File: config.mk
export PLATFORM = sky130hd
export DESIGN_NAME = ucsbece154_mem_arbiter
export DESIGN_NICKNAME = d
export VERILOG_FILES = /design/src/rtl/ucsbece154_mem_pkg.sv /design/src/rtl/ucsbece154_rr_picker.sv /design/src/rtl/ucsbece154_mem_arbiter.sv
export SDC_FILE = /design/constraint.sdc
export NUM_CORES = 1
export LEC_CHECK = 0
export BUFFER_PORTS_ARGS = -buffer_cell sky130_fd_sc_hd__buf_4
export CAP_MARGIN = 20
export CELL_PAD_IN_SITES_DETAIL_PLACEMENT = 0
export CELL_PAD_IN_SITES_GLOBAL_PLACEMENT = 1
export CORE_MARGIN = 1.5
export CORE_UTILIZATION = 31
export DETAILED_ROUTE_END_ITERATION = 16
export PLACE_DENSITY_LB_ADDON = 0.1
export SLEW_MARGIN = 20
export SYNTH_ARGS = -nofsm -noshare
export SYNTH_HDL_FRONTEND = slang
export SYNTH_SLANG_ARGS = --single-unit
File: constraint.sdc
create_clock -name Clk -period 2.8 [get_ports Clk]
set_input_delay 0.28 -clock Clk [delete_from_list [all_inputs] [get_ports Clk]]
set_output_delay 0.28 -clock Clk [all_outputs]
set_load 0.01 [all_outputs]
File: src/rtl/ucsbece154_mem_pkg.sv
// Shared definitions for the two-port SDRAM read arbiter: FSM state encoding,
// requester port IDs and the default burst length.
package ucsbece154_mem_pkg;

    typedef enum logic {
        IDLE  = 1'b0,
        BURST = 1'b1
    } state_t;

    localparam logic PORT_I = 1'b0;  // icache demand refill
    localparam logic PORT_P = 1'b1;  // icache prefetcher / dcache

    localparam int DEFAULT_BLOCK_WORDS = 4;

endpackage

File: src/rtl/ucsbece154_rr_picker.sv
// Combinational two-way pick: fixed priority (port 0 wins ties) or round-robin
// (on a tie the port that did not win last time is chosen).
module ucsbece154_rr_picker
    import ucsbece154_mem_pkg::*;
#(
    parameter int RR_MODE = 0
) (
    input  logic [1:0] req,
    input  logic       rr_last,
    output logic       winner,
    output logic       any_req
);

    // NOTE: every output of an always_comb gets a default first, so no path
    // can leave it unassigned and infer a latch.
    always_comb begin
        any_req = |req;
        winner  = PORT_I;
        if (req[1] && !req[0]) begin
            winner = PORT_P;
        end else if (req[1] && req[0] && (RR_MODE != 0)) begin
            winner = ~rr_last;
        end
    end

endmodule

File: src/rtl/ucsbece154_mem_arbiter.sv
// Two-port block read arbiter in front of the SDRAM controller read channel.
// One uninterruptible BLOCK_WORDS burst at a time; an aborting owner's words are drained silently.
module ucsbece154_mem_arbiter
    import ucsbece154_mem_pkg::*;
#(
    parameter int BLOCK_WORDS = DEFAULT_BLOCK_WORDS,
    parameter int RR_MODE     = 0
) (
    input  logic        Clk,
    input  logic        Reset_n,
    input  logic        Req0,
    input  logic [31:0] Addr0,
    input  logic        Abort0,
    output logic        Grant0,
    output logic        Valid0,
    output logic        Done0,
    input  logic        Req1,
    input  logic [31:0] Addr1,
    input  logic        Abort1,
    output logic        Grant1,
    output logic        Valid1,
    output logic        Done1,
    output logic [31:0] RdData,
    output logic        Busy,
    output logic        Owner,
    output logic [31:0] MemReadAddress,
    output logic        MemReadRequest,
    input  logic [31:0] MemDataIn,
    input  logic        MemDataReady
);

    localparam int CW = $clog2(BLOCK_WORDS);
    localparam logic [CW-1:0] LAST_WORD = CW'(BLOCK_WORDS - 1);

    state_t        state;
    state_t        state_next;
    logic [CW-1:0] word_cnt;
    logic          aborted;
    logic          rr_last;
    logic          winner;
    logic          any_req;
    logic          owner_abort;
    logic          deliver;
    logic          last_word;
    logic          word_ok;

    ucsbece154_rr_picker #(
        .RR_MODE(RR_MODE)
    ) u_picker (
        .req     ({Req1, Req0}),
        .rr_last (rr_last),
        .winner  (winner),
        .any_req (any_req)
    );

    assign owner_abort = (Owner == PORT_P) ? Abort1 : Abort0;
    assign deliver     = (state == BURST) && MemDataReady;
    assign last_word   = deliver && (word_cnt == LAST_WORD);
    // The word carrying the owner's abort is already suppressed, not just later ones.
    assign word_ok     = deliver && !aborted && !owner_abort;

    assign Valid0 = word_ok && (Owner == PORT_I);
    assign Valid1 = word_ok && (Owner == PORT_P);
    assign Done0  = Valid0 && last_word;
    assign Done1  = Valid1 && last_word;
    assign RdData = MemDataIn;

    always_comb begin
        state_next = state;
        case (state)
            IDLE:    if (any_req)   state_next = BURST;
            BURST:   if (last_word) state_next = IDLE;
            default: state_next = IDLE;
        endcase
    end

    // NOTE: sequential state uses non-blocking assignments so every register
    // samples pre-edge values regardless of statement order.
    always_ff @(posedge Clk or negedge Reset_n) begin
        if (!Reset_n) begin
            state          <= IDLE;
            word_cnt       <= '0;
            aborted        <= 1'b0;
            rr_last        <= PORT_I;
            Owner          <= PORT_I;
            Grant0         <= 1'b0;
            Grant1         <= 1'b0;
            Busy           <= 1'b0;
            MemReadRequest <= 1'b0;
            MemReadAddress <= '0;
        end else begin
            state  <= state_next;
            Grant0 <= 1'b0;
            Grant1 <= 1'b0;
            case (state)
                IDLE: begin
                    if (any_req) begin
                        MemReadAddress <= (winner == PORT_P) ? Addr1 : Addr0;
                        MemReadRequest <= 1'b1;
                        Busy           <= 1'b1;
                        Grant0         <= (winner == PORT_I);
                        Grant1         <= (winner == PORT_P);
                        Owner          <= winner;
                        rr_last        <= winner;
                        word_cnt       <= '0;
                        aborted        <= 1'b0;
                    end
                end
                BURST: begin
                    if (owner_abort) aborted <= 1'b1;
                    // Power-of-two length: the counter wraps to 0 on the last word.
                    if (deliver) word_cnt <= word_cnt + 1'b1;
                    if (last_word) begin
                        MemReadRequest <= 1'b0;
                        Busy           <= 1'b0;
                    end
                end
                default: ;
            endcase
        end
    end

endmodule

==> out/qor.txt <==
Critical Path AT = 1740 ps
Max-slew violation count = 0
Comb pwr share = 43.4%
Fmax achieved = 495 MHz
# fillers = 773
Syn nets = 357
HP Class = input pin to register
FP Rows = 32
Post-synth EDFFs = 0
Peak VDD IR = 0.272 mV
Top FF cell, synth = dfrtp_1
Sequential share of the synthesized area = 40.2%
Largest net degree at the start of global routing = 68
# placed instances = 413
WL/cell = 15.7 um
Max Root-Sink Buffers = 2
Share of cells above drive strength 1 = 38.8%
Final GP Congestion = 0.734
RSZ-0062 raised after global routing = false
Clock skew = 5.23 ps
Drt total wl = 6.61 mm
Final hold violation count = 0
CTS tree = yes
FFs w/ async S/R, synth = 100%
Sw frac = 36.3%
Most frequent cells in the layout = buf_4, dfrtp_1, inv_1
Setup crit start kind = register
Clk pin slew, worst setup/hold paths = 70 ps
Die Span Y = 92.6 um
Pre-antenna DRT Iters = 4
All-Layer GR Usage = 15.4%
Flop pwr share = 41.0%
Via density = 4.84
Synth cell types = 30
CP peak stage delay = 800 ps
#FFs+latches synth = 40
Max_slew headroom = 44.1%
Worst Path Required = 2520 ps
Avg Cell Area, Syn = 9.83 um^2
Multi-input logic area = 942 um^2
Worst-margin pin slew = 836 ps
Syn-to-layout area delta = 27.2%
Critical Path End Type = primary output
Crit Path Max Fanout = 36
Grt ovf = 0
Total of max-cap violations = 0
Htree depth = 2
Io pins = 176
# DRC = 0
Clock sinks = 40
Cells after Synth = 253
Setup violations, final = 0
DRT antenna net count = 0
Crit-path slowest cell = dfrtp_2
Via count = 2041
Register area = 1000 um^2
Switching power = 933 uW
Clk_lat worst skew = 290 ps
Mapped cell area = 2490 um^2
Commonest non-fill, non-tap cell in the layout = buf_4
Antenna violations before repair = 0
First-pass GRT wire length = 10.4 mm
Clock power share = 15.6%
Period utilization = 72.1%
Finished Layout Cells = 422
Die width = 92.6 um
Outcome = completed
Effective utilization at floorplan = 32.2%
Internal cell power = 1.63 mW
Postcts setup bufs = 0
Yosys Warn Count = 0
Hold bufs inserted after CTS = 1
DP HPWL = 4.43 mm
Buffers on Ports = 111
Fin crit period = 2020 ps
Critical path cell sequence = nand3b_1 -> nor4_1 -> buf_4
DR iter-0 viols = 106
Pwr dens = 812 nW/um^2
Inserted Diodes = 0
Final Net Count = 423
Vias in the first global route = 2088
Die area = 8570 um^2
Core area = 7730 um^2
CTS Buf Count = 5
Setup TNS = 0 ps
CTS-repair resized insts = 0
Setup Crit Path Kind = register to primary output
CTS root buffer = clkbuf_8
Lkg Pwr = 1.45 nW
[sequential cells by signal, indices dropped and copies added, names as in the netlist]
signal          cells
state               1
Owner               1
word_cnt            2
MemReadAddress     32
aborted             1
Grant1              1
Grant0              1
MemReadRequest      1
[layer usage]
metal | wire length (um) | up-vias | global-route usage [%]
met5 | 0 | - | 0
met4 | 55 | 0 | 3.72
met3 | 521 | 7 | 4.43
met2 | 3010 | 85 | 24.1
met1 | 3020 | 963 | 20.9
li1 | - | 986 | -
[kinds of logic (layout without fill, tap and decap cells)]
family,Yosys count,in the layout,synth area share [%]
XOR/XNOR,1,1,0.352
buffers and inverters,93,160,21.9
AND/OR/NAND/NOR,76,76,23.2
AO/OA/AOI/OAI,40,40,13.0
multiplexers,2,2,0.805
adder cells (fa/ha/maj),1,1,0.503
flip-flops,40,40,40.2
[power by group through the flow]
stage / Sequential [mW] / Combinational, mW / Clock, mW
global route: 1.09 / 1.22 / 0.442
floorplan: 1.09 / 0.592 / 0
finish: 1.05 / 1.11 / 0.401
global placement: 1.07 / 1.11 / 0
detailed placement: 1.06 / 1.13 / 0
CTS: 1.06 / 1.13 / 0.420
[final timing paths]
check,start,end,slack [ps],depth (start not counted)
setup / recovery,state$_DFF_PN0_,Done0,780,3
hold / removal,MemDataReady,state$_DFF_PN0_,250,2
setup reg to reg,state$_DFF_PN0_,MemReadAddress[31]$_DFFE_PN0P_,1120,2
hold reg to reg,MemReadAddress[30]$_DFFE_PN0P_,MemReadAddress[30]$_DFFE_PN0P_,530,2
max in group asynchronous,Reset_n,state$_DFF_PN0_,1900,2
min in group asynchronous,Reset_n,aborted$_DFFE_PN0P_,510,2
[critical path: cells and delay by family (launching register included)]
family                 cells  cell delay, ps
buffers and inverters      1             180
AND/OR/NAND/NOR            2             470
flip-flops                 1             800
[cell type report]
type	instances	share of cell area (%)
Sequential cell	40	31.7
Multi-Input combinational cell	120	29.8
Tap cell	102	4.03
Timing Repair Buffer	114	27.1
Inverter	38	4.51
Clock buffer	8	2.85
[Yosys cell counts, types with 2 or more instances]
master	instances	area share (%)
a222oi_1	3	1.2
nor2_1	5	0.75
nor4b_1	29	10
nor3b_1	29	8.8
nand2b_1	2	0.50
inv_1	38	5.7
nor2b_1	2	0.50
or4b_1	2	0.80
buf_2	6	1.2
dfrtp_1	40	40
a211oi_1	27	8.1
buf_4	38	11
nor3_1	3	0.60
mux2i_1	2	0.80
clkbuf_1	5	0.75
a211oi_2	2	1.0
o21ai_0	2	0.40
buf_6	6	2.7
[metrics by stage]
stage | power (mW) | util [%] | hold WS [ps] | setup WS (ps) | instance area, um^2
floorplan | 1.68 | - | -15.6 | 1410 | 2490
detailed placement | 2.19 | 39.6 | 311 | 1030 | 3060
global placement | 2.18 | 39.6 | 316 | 1060 | 3060
CTS | 2.61 | 40.9 | 229 | 788 | 3160
finish | 2.57 | 40.9 | 247 | 781 | 3160
global route | 2.75 | 40.9 | 241 | 656 | 3160
Note: power is estimated with default switching activity, not from simulation.
